**config.mk**
```make
export PLATFORM = sky130hd
export DESIGN_NAME = midi_ctrl
export DESIGN_NICKNAME = d
export VERILOG_FILES = /design/src/rtl/midi_ctrl.sv
export SDC_FILE = /design/constraint.sdc
export NUM_CORES = 1
export LEC_CHECK = 0
export BUFFER_PORTS_ARGS = -buffer_cell sky130_fd_sc_hd__buf_2
export CAP_MARGIN = 30
export CORE_MARGIN = 4
export CORE_UTILIZATION = 51
export DETAILED_ROUTE_END_ITERATION = 7
export PLACE_DENSITY_LB_ADDON = 0.1
export SETUP_SLACK_MARGIN = 0.5
export SLEW_MARGIN = 40
export SYNTH_ARGS = -nofsm -noshare
export SYNTH_HDL_FRONTEND = slang
export SYNTH_SLANG_ARGS = --single-unit
```
**constraint.sdc**
```tcl
create_clock -name clk -period 1.9 [get_ports clk]
set_input_delay 0.285 -clock clk [delete_from_list [all_inputs] [get_ports clk]]
set_output_delay 0.285 -clock clk [all_outputs]
set_load 0.02 [all_outputs]
```
**src/rtl/midi_ctrl.sv**
```systemverilog
// midi_ctrl: MIDI byte-stream parser.
// Decodes note-on/off, polyphonic key pressure and channel pressure from a
// stream of received bytes, honouring running status, realtime transparency
// and the system reset (0xFF) and read-back (0xF4) commands.
// Handshake: valid_byte is a one-cycle strobe with no back-pressure; data is
// sampled only in a cycle where valid_byte=1. Every event output is a
// registered pulse that appears the cycle after the byte completing it.
module midi_ctrl (
  input  logic       clk,
  input  logic       rst,
  input  logic       valid_byte,
  input  logic [7:0] data,
  output logic       note_presse,
  output logic       note_release,
  output logic       note_keypress,
  output logic       note_channelpress,
  output logic [3:0] channel,
  output logic [6:0] note,
  output logic [6:0] velocity,
  output logic       rst_cmd,
  output logic       read
);

  typedef enum logic [1:0] {
    IDLE    = 2'd0,
    WAIT_D1 = 2'd1,
    WAIT_D2 = 2'd2
  } state_t;

  state_t     state_q, state_d;
  logic [7:0] status_q, status_d;   // running status, 0 when none
  logic [6:0] d1_q, d1_d;           // first data byte of a two-byte message
  logic [3:0] channel_q, channel_d;
  logic [6:0] note_q, note_d;
  logic [6:0] velocity_q, velocity_d;
  logic       presse_q, presse_d;
  logic       release_q, release_d;
  logic       keypress_q, keypress_d;
  logic       chanpress_q, chanpress_d;
  logic       rst_cmd_q, rst_cmd_d;
  logic       read_q, read_d;

  // Message completion helpers.
  logic       done;
  logic [6:0] m_d1;
  logic [6:0] m_d2;
  logic       two_byte;

  // Parser next-state, latched fields and event pulses.
  always_comb begin
    state_d     = state_q;
    status_d    = status_q;
    d1_d        = d1_q;
    channel_d   = channel_q;
    note_d      = note_q;
    velocity_d  = velocity_q;
    presse_d    = 1'b0;
    release_d   = 1'b0;
    keypress_d  = 1'b0;
    chanpress_d = 1'b0;
    rst_cmd_d   = 1'b0;
    read_d      = 1'b0;
    done        = 1'b0;
    m_d1        = d1_q;
    m_d2        = data[6:0];
    // Program change (0xC) and channel pressure (0xD) carry one data byte.
    two_byte    = (status_q[7:4] != 4'hC) && (status_q[7:4] != 4'hD);

    if (valid_byte) begin
      if (data[7]) begin
        if (data[7:4] != 4'hF) begin
          // Channel status: start a fresh message, dropping any partial one.
          status_d = data;
          state_d  = WAIT_D1;
        end else begin
          case (data[3:0])
            4'hF: begin
              rst_cmd_d = 1'b1;
              state_d   = IDLE;
              status_d  = 8'h00;
            end
            4'h4: read_d = 1'b1;
            4'h8, 4'h9, 4'hA, 4'hB, 4'hC, 4'hD, 4'hE: ;  // realtime: transparent
            default: begin
              state_d  = IDLE;
              status_d = 8'h00;
            end
          endcase
        end
      end else begin
        case (state_q)
          WAIT_D1: begin
            if (two_byte) begin
              d1_d    = data[6:0];
              state_d = WAIT_D2;
            end else begin
              done = 1'b1;
              m_d1 = data[6:0];
            end
          end
          WAIT_D2: begin
            done    = 1'b1;
            state_d = WAIT_D1;
          end
          default: ;  // data without running status is dropped
        endcase
      end
    end

    if (done) begin
      case (status_q[7:4])
        4'h8: begin
          channel_d  = status_q[3:0];
          note_d     = m_d1;
          velocity_d = m_d2;
          release_d  = 1'b1;
        end
        4'h9: begin
          channel_d  = status_q[3:0];
          note_d     = m_d1;
          velocity_d = m_d2;
          presse_d   = (m_d2 != 7'd0);
          release_d  = (m_d2 == 7'd0);
        end
        4'hA: begin
          channel_d  = status_q[3:0];
          note_d     = m_d1;
          velocity_d = m_d2;
          keypress_d = 1'b1;
        end
        4'hD: begin
          channel_d   = status_q[3:0];
          velocity_d  = m_d1;
          chanpress_d = 1'b1;
        end
        default: ;  // 0xB, 0xC, 0xE are consumed silently
      endcase
    end
  end

  // State and output registers with synchronous reset.
  always_ff @(posedge clk) begin
    if (rst) begin
      state_q     <= IDLE;
      status_q    <= 8'h00;
      d1_q        <= 7'd0;
      channel_q   <= 4'd0;
      note_q      <= 7'd0;
      velocity_q  <= 7'd0;
      presse_q    <= 1'b0;
      release_q   <= 1'b0;
      keypress_q  <= 1'b0;
      chanpress_q <= 1'b0;
      rst_cmd_q   <= 1'b0;
      read_q      <= 1'b0;
    end else begin
      state_q     <= state_d;
      status_q    <= status_d;
      d1_q        <= d1_d;
      channel_q   <= channel_d;
      note_q      <= note_d;
      velocity_q  <= velocity_d;
      presse_q    <= presse_d;
      release_q   <= release_d;
      keypress_q  <= keypress_d;
      chanpress_q <= chanpress_d;
      rst_cmd_q   <= rst_cmd_d;
      read_q      <= read_d;
    end
  end

  assign note_presse       = presse_q;
  assign note_release      = release_q;
  assign note_keypress     = keypress_q;
  assign note_channelpress = chanpress_q;
  assign channel           = channel_q;
  assign note              = note_q;
  assign velocity          = velocity_q;
  assign rst_cmd           = rst_cmd_q;
  assign read              = read_q;

endmodule

```
==> results of run 1 <==
worst paths after layout:
path | endpoint | startpoint | depth (start not counted)
max | channel[2]$_SDFFE_PP0P_ | state_q[0]$_SDFFE_PP0P_ | 8
max reg2reg | channel[2]$_SDFFE_PP0P_ | state_q[0]$_SDFFE_PP0P_ | 8
min | status_q[6]$_SDFFE_PP0P_ | data[6] | 3
min reg2reg | channel[1]$_SDFFE_PP0P_ | channel[1]$_SDFFE_PP0P_ | 2
layer usage:
layer	share of wire [%]	wire length, um	vias up
met3	8.4	395	7
met5	0	0	-
li1	-	-	799
met1	43	2000	782
met2	48	2250	68
met4	1.2	55	0
cell usage in the layout (no fill, tap or decap), drive strengths merged, types with 3 or more instances in the layout:
cell type  synthesis  layout
dfxtp             41      41
and3               3       3
a21oi             10      10
clkbuf             3       6
inv                3       3
buf                9      54
nor2              26      26
nand2             33      33
nor3               3       3
nor2b              3       3
nand2b             8       8
a211oi            13      13
mux2i             17      17
what timing repair did:
item	4_1_cts	5_1_grt
setup endpoints to repair	28	31
hold buffers	0	0
pin swaps	22	11
gates resized for setup	23	15
gates cloned	2	0
buffers inserted	7	6
flip-flops by register name, indices dropped and copies added (netlist names):
| signal | count |
|---|---|
| velocity | 7 |
| note_keypress | 1 |
| d1_q | 7 |
| read | 1 |
| note_presse | 1 |
| channel | 4 |
| rst_cmd | 1 |
| status_q | 8 |
| note_release | 1 |
| note | 7 |
| state_q | 2 |
| note_channelpress | 1 |
stage by stage:
step                power (W)  hold slack, ps  setup WS [ps]  std cells
floorplan             0.00101             363            398        199
global placement      0.00105             442            278        273
detailed placement    0.00105             453            222        273
CTS                   0.00154             199            298        290
global route          0.00161             208            178        296
finish                0.00155             217            250        296
cell usage after synthesis, types with 2 or more instances:
cell type | number | area share, %
sky130_fd_sc_hd__mux2i_1 | 17 | 9.3
sky130_fd_sc_hd__nor2b_1 | 3 | 1.0
sky130_fd_sc_hd__dfxtp_1 | 41 | 45
sky130_fd_sc_hd__buf_4 | 3 | 1.2
sky130_fd_sc_hd__a21oi_1 | 10 | 2.7
sky130_fd_sc_hd__nand2b_1 | 8 | 2.7
sky130_fd_sc_hd__nand3_1 | 2 | 0.54
sky130_fd_sc_hd__nand2_1 | 33 | 6.7
sky130_fd_sc_hd__buf_2 | 2 | 0.54
sky130_fd_sc_hd__inv_1 | 3 | 0.61
sky130_fd_sc_hd__a211oi_1 | 13 | 5.3
sky130_fd_sc_hd__ha_1 | 2 | 1.4
sky130_fd_sc_hd__buf_6 | 3 | 1.8
sky130_fd_sc_hd__nor4_1 | 2 | 0.68
sky130_fd_sc_hd__and3_1 | 3 | 1.0
sky130_fd_sc_hd__clkbuf_1 | 3 | 0.61
sky130_fd_sc_hd__nor2_1 | 25 | 5.1
sky130_fd_sc_hd__and3b_1 | 2 | 0.95
sky130_fd_sc_hd__nor3_1 | 3 | 0.82
power by group through the flow:
| stage | Combinational, W | Clock (W) | Sequential (W) |
|---|---|---|---|
| 2_1_floorplan | 0.000103 | 0 | 0.000908 |
| 3_3_place_gp | 0.000140 | 0 | 0.000909 |
| 3_5_place_dp | 0.000143 | 0 | 0.000910 |
| 4_1_cts | 0.000159 | 0.000483 | 0.000893 |
| 5_1_grt | 0.000196 | 0.000516 | 0.000896 |
| 6_report | 0.000182 | 0.000475 | 0.000894 |
layout make-up:
type	instances	area share (%)
Multi-Input combinational cell	144	44.9
Tap cell	46	2.42
Timing Repair Buffer	54	14.5
Sequential cell	41	34.9
Clock buffer	6	2.15
Inverter	3	0.473
Clock inverter	2	0.578
cells by family (layout without fill, tap and decap cells):
kind of cell	count (synthesis)	count (layout)	synth area share, %
AND/OR/NAND/NOR	91	91	25.4
flip-flops	41	41	44.7
AO/OA/AOI/OAI	31	32	12.9
multiplexers	19	19	10.7
buffers and inverters	15	65	5.04
adder cells (fa/ha/maj)	2	2	1.36
worst max-delay path, stage by stage, from the launching register on:
cell	delay, ps
sky130_fd_sc_hd__dfxtp_4	400
sky130_fd_sc_hd__inv_2	50
sky130_fd_sc_hd__ha_4	210
sky130_fd_sc_hd__nor3b_4	230
sky130_fd_sc_hd__buf_6	150
sky130_fd_sc_hd__o2111ai_4	190
sky130_fd_sc_hd__buf_6	200
sky130_fd_sc_hd__nand2_2	60
sky130_fd_sc_hd__a21oi_1	60
==> run summary, run 1 <==
STATUS
----------------------------------------------------------------------------------------
Status                                                                      finished, final reports clean

CLOCK TREE
----------------------------------------------------------------------------------------
TritonCTS clock tree                                                               built
Maximum count of clock buffers along a single path                                     2
CTS HTree Levels                                                                       2
Clock insertion delay at the later pin of the skew report                         360 ps
Root Buffer                                                                 sky130_fd_sc_hd__clkbuf_4
TritonCTS buffer count                                                                 5
Clock Pin Slew Worst Setup and Hold Paths                                         130 ps
TritonCTS Sinks                                                                       41

CELLS AND AREA
----------------------------------------------------------------------------------------
Ratio of cells with drive above 1 in the final layout                              41.6%
Fill cells                                                                           264
Multi-input gate area in the final layout                                     1070 sq um
Fin nets                                                                             262
Register cell area after layout                                                832 sq um
Area growth from synthesis to layout                                               29.6%
Final standard cell utilization of the core                                        69.7%
Antenna cell count                                                                     0
Post-route cell area                                                          2380 sq um

FLOORPLAN
----------------------------------------------------------------------------------------
Die span in x                                                                    68.0 um
Vertical extent of the die                                                       68.0 um
I/O pin count                                                                         35
Area of the die                                                               4630 sq um
Initial core utilization                                                           53.8%
Core ar.                                                                      3420 sq um
Standard-cell rows                                                                    21

GRT
----------------------------------------------------------------------------------------
Met1 Track Usage GR                                                                25.9%
Wire length of the first global-routing pass                                     7.26 mm
M2 GR Usage                                                                        35.4%
Total global-route track usage                                                     21.1%
Largest net degree at the start of global routing                                     40
Initial antenna violation count                                                        0
Number of global-route vias before repair                                           1520
Highest-utilization routing layer at the global route stage                         met2
GR met3 Demand/Resource                                                            6.24%
Final global-route overflow total                                                      0

SYNTHESIS
----------------------------------------------------------------------------------------
Warnings, synthesis                                                                    0
Most frequently used flop master after synthesis                            sky130_fd_sc_hd__dfxtp_1
Register bit count reported by yosys                                                  41
Register area share after synthesis                                                44.7%
Number of enable flip-flop cells after synthesis                                       0
Async S/R FF share, synth                                                             0%
Average cell area after synthesis                                             9.24 sq um
Net Count, Synth                                                                     212
Netlist area before placement                                                 1840 sq um
Post-synthesis instance total                                                        199
Cell variety after synth                                                              40

HOLD PATH
----------------------------------------------------------------------------------------
Worst hold path class                                                       input pin to flip-flop

CRITICAL PATH
----------------------------------------------------------------------------------------
FF-to-FF setup slack                                                              250 ps
Data arrival time at the worst-slack endpoint                                    1890 ps
Critical path startpoint category                                              flip-flop
CP Capture Type                                                                flip-flop
Req. time, crit path                                                             2140 ps
Path type of the worst setup path                                           flip-flop to flip-flop
Largest fanout on the critical path                                                    8

STA
----------------------------------------------------------------------------------------
Upper clock frequency limit                                                    0.606 GHz
Period utilization                                                                 86.9%
Fin. max-slew vios                                                                     0
Slew at the pin with the worst max-slew slack                                     460 ps
Min Clock Period, post-route                                                     1650 ps
Final hold violations                                                                  0
Setup repair after global routing missed its margin                                  yes
Total of endpoints with negative setup slack in the final report                       0
Worst-case headroom to the max-slew limit                                          68.5%
Clock Skews                                                                      7.29 ps
Setup TNS                                                                           0 ps

DRT
----------------------------------------------------------------------------------------
Total length of routed wires                                                     4.70 mm
DR WL/cell                                                                       15.9 um
Mean number of vias per cell                                                        5.59
Initial DRC count                                                                     98
Count of TritonRoute iterations in the first routing pass                              4
Via count                                                                           1656
Drc violations                                                                         0
Residual antenna-violating net count after detailed routing                            0

POWER AND IR DROP
----------------------------------------------------------------------------------------
Worst vdd rail ir drop                                                          0.406 mV
Proportion of power drawn by flip-flops and latches                                57.6%
NetSw                                                                         0.000413 W
Power density of the placed cells                                            651 nW/um^2
Switching share of power                                                           26.6%
Internal power                                                                 0.00114 W
Clock network fraction of design power                                             30.6%
Share of total power in combinational logic                                        11.7%
Leak pwr                                                                        0.987 nW

PLACEMENT
----------------------------------------------------------------------------------------
Total half-perimeter wirelength after legalization and detailed placement        2.95 mm
Buffers added on ports                                                                34
Post-placement cell area                                                      2060 sq um
Gp weighted congestion                                                             0.882

JOB
----------------------------------------------------------------------------------------
Total of max-cap violations                                                            0

Power figures use the tool's default switching activity.
==> inputs of run 2 (changes only) <==
--- a/config.mk
+++ b/config.mk
@@ -7,8 +7,9 @@
 export LEC_CHECK = 0
 export BUFFER_PORTS_ARGS = -buffer_cell sky130_fd_sc_hd__buf_2
 export CAP_MARGIN = 30
-export CORE_MARGIN = 4
-export CORE_UTILIZATION = 51
+export CELL_PAD_IN_SITES_DETAIL_PLACEMENT = 1
+export CELL_PAD_IN_SITES_GLOBAL_PLACEMENT = 1
+export CORE_UTILIZATION = 41
 export DETAILED_ROUTE_END_ITERATION = 7
 export PLACE_DENSITY_LB_ADDON = 0.1
 export SETUP_SLACK_MARGIN = 0.5
==> run summary, run 2 (synthesis gave the netlist of run 1 again) <==
STATUS
----------------------------------------------------------------------------------------
Status                                                                      finished, final reports clean

CLOCK TREE
----------------------------------------------------------------------------------------
TritonCTS buffer count                                                                 5
Maximum count of clock buffers along a single path                                     2
TritonCTS Sinks                                                                       41
CTS HTree Levels                                                                       2
Clock Pin Slew Worst Setup and Hold Paths                                          90 ps
TritonCTS clock tree                                                               built
Clock insertion delay at the later pin of the skew report                         310 ps
Root Buffer                                                                 sky130_fd_sc_hd__clkbuf_8
Number of hold buffers added after CTS                                                 0

DRT
----------------------------------------------------------------------------------------
Total length of routed wires                                                     5.85 mm
Initial DRC count                                                                     77
Mean number of vias per cell                                                        5.63
Drc violations                                                                         0
Residual antenna-violating net count after detailed routing                            0
Via count                                                                           1701
Count of TritonRoute iterations in the first routing pass                              4
DR WL/cell                                                                       19.4 um

CRITICAL PATH
----------------------------------------------------------------------------------------
Largest fanout on the critical path                                                    5
FF-to-FF setup slack                                                              200 ps
Number of cell instances on the worst register-to-register path                        7
CP most frequent cell                                                       sky130_fd_sc_hd__buf_6
Data arrival time at the worst-slack endpoint                                    1890 ps
Req. time, crit path                                                             2090 ps
Critical R2R Launch                                                         state_q[0]$_SDFFE_PP0P_
Critical path startpoint category                                              flip-flop
List of cells traversed by the critical path                                buf_6, ha_4, and4b_2, o2111a_2, buf_6, nor2_1, a211oi_2
Path type of the worst setup path                                           flip-flop to flip-flop
Worst reg2reg endpoint                                                      velocity[1]$_SDFFE_PP0P_
CP Capture Type                                                                flip-flop
Worst stage delay on the critical path                                            360 ps
Critical-path cell with the highest stage delay                             sky130_fd_sc_hd__dfxtp_4

CELLS AND AREA
----------------------------------------------------------------------------------------
Post-route cell area                                                          2490 sq um
Fin nets                                                                             264
Ratio of cells with drive above 1 in the final layout                              42.1%
Antenna cell count                                                                     0
Largest register by flop count                                                  status_q
Most frequent cells in the layout                                           sky130_fd_sc_hd__dfxtp_1, sky130_fd_sc_hd__buf_2, sky130_fd_sc_hd__nand2_1, sky130_fd_sc_hd__nor2_1, sky130_fd_sc_hd__mux2i_1
Max reg flops                                                                          8
Most common cell after layout, fill and taps aside                          sky130_fd_sc_hd__dfxtp_1
Area growth from synthesis to layout                                               35.5%

GRT
----------------------------------------------------------------------------------------
Largest net degree at the start of global routing                                     40
Initial antenna violation count                                                        0
Wire length of the first global-routing pass                                     9.00 mm
Total global-route track usage                                                     26.8%
Final global-route overflow total                                                      0
Number of global-route vias before repair                                           1730

PLACEMENT
----------------------------------------------------------------------------------------
Total half-perimeter wirelength after legalization and detailed placement        3.40 mm
Post-placement cell area                                                      2070 sq um
Buffers added on ports                                                                34
Gp weighted congestion                                                             0.880

HOLD PATH
----------------------------------------------------------------------------------------
Count of cells along the worst hold path                                               3
Min-Delay Startpoint                                                             data[6]
Endpoint of the worst hold-timing path                                      status_q[6]$_SDFFE_PP0P_
Worst hold path class                                                       input pin to flip-flop

FLOORPLAN
----------------------------------------------------------------------------------------
Vertical extent of the die                                                       69.0 um
Area of the die                                                               4750 sq um
Initial core utilization                                                           44.4%
Die span in x                                                                    69.0 um
Standard-cell rows                                                                    23
Core ar.                                                                      4140 sq um
I/O pin count                                                                         35

STA
----------------------------------------------------------------------------------------
Clock Skews                                                                      10.2 ps
Period utilization                                                                 89.4%
Fin. max-slew vios                                                                     0
Final hold violations                                                                  0
Upper clock frequency limit                                                    0.589 GHz
Slew at the pin with the worst max-slew slack                                     426 ps
Worst-case headroom to the max-slew limit                                          71.6%
Setup TNS                                                                           0 ps
Setup repair after global routing missed its margin                                  yes
Min Clock Period, post-route                                                     1700 ps
Total of endpoints with negative setup slack in the final report                       0

POWER AND IR DROP
----------------------------------------------------------------------------------------
Worst vdd rail ir drop                                                          0.531 mV
Overall power consumption                                                      0.00182 W
Power density of the placed cells                                            733 nW/um^2
Leak pwr                                                                         1.01 nW

JOB
----------------------------------------------------------------------------------------
Total of max-cap violations                                                            0

-- run 2: stage by stage --
| step | worst slack, ps | hold slack (ps) | std cells | utilization [%] |
|---|---|---|---|---|
| 2_1_floorplan | 398 | 363 | 199 | - |
| 3_3_place_gp | 210 | 445 | 277 | 49.9 |
| 3_5_place_dp | 150 | 454 | 277 | 49.9 |
| 4_1_cts | 295 | 270 | 299 | 57.8 |
| 5_1_grt | 155 | 275 | 302 | 60.1 |
| 6_report | 202 | 269 | 302 | 60.1 |
-- run 2: how the worst max path moves through the flow --
stage                                       start                  endpoint  slack, ps  depth (start not counted)
after floorplan           state_q[1]$_SDFFE_PP0P_   state_q[1]$_SDFFE_PP0P_        400                          5
after detailed placement  state_q[0]$_SDFFE_PP0P_  velocity[0]$_SDFFE_PP0P_        150                          6
after global routing      state_q[0]$_SDFFE_PP0P_  velocity[0]$_SDFFE_PP0P_        160                          8
after global placement    state_q[0]$_SDFFE_PP0P_  velocity[5]$_SDFFE_PP0P_        210                          6
after CTS                 state_q[0]$_SDFFE_PP0P_  velocity[4]$_SDFFE_PP0P_        300                          8
final                     state_q[0]$_SDFFE_PP0P_  velocity[1]$_SDFFE_PP0P_        200                          7
-- run 2: final cells by class --
type / instances / area (sq um)
multi-input cells: 144 / 1080
fillers: 489 / 1650
clock buffers: 5 / 68.8
clock inverters: 3 / 46.3
inverters: 3 / 11.3
flip-flops and latches: 41 / 828
well taps: 50 / 62.6
repair buffers: 56 / 390
-- run 2: worst max-delay path: cells and delay by family (launching register included) --
| family | cells | cell delay (ps) |
|---|---|---|
| AND/OR/NAND/NOR | 2 | 430 |
| adder cells (fa/ha/maj) | 1 | 170 |
| flip-flops | 1 | 360 |
| AO/OA/AOI/OAI | 2 | 360 |
| buffers and inverters | 2 | 250 |
-- run 2: what timing repair did --
item	CTS	global route
gates resized for setup	22	17
endpoints found under the setup margin	27	30
gates cloned	2	1
pin swaps	12	10
setup buffers	12	2
-- run 2: metal layers --
layer	global-route usage [%]	part of all wire, %
met2	43.7	50
met1	33.4	43
met5	0	0
met4	12.0	1.9
met3	6.09	5.0
-- run 2: power by group --
| part | switching (W) | total [W] | internal [W] |
|---|---|---|---|
| Sequential | 0.0000216 | 0.000897 | 0.000875 |
| Clock | 0.000339 | 0.000732 | 0.000393 |
| Combinational | 0.000110 | 0.000196 | 0.0000860 |
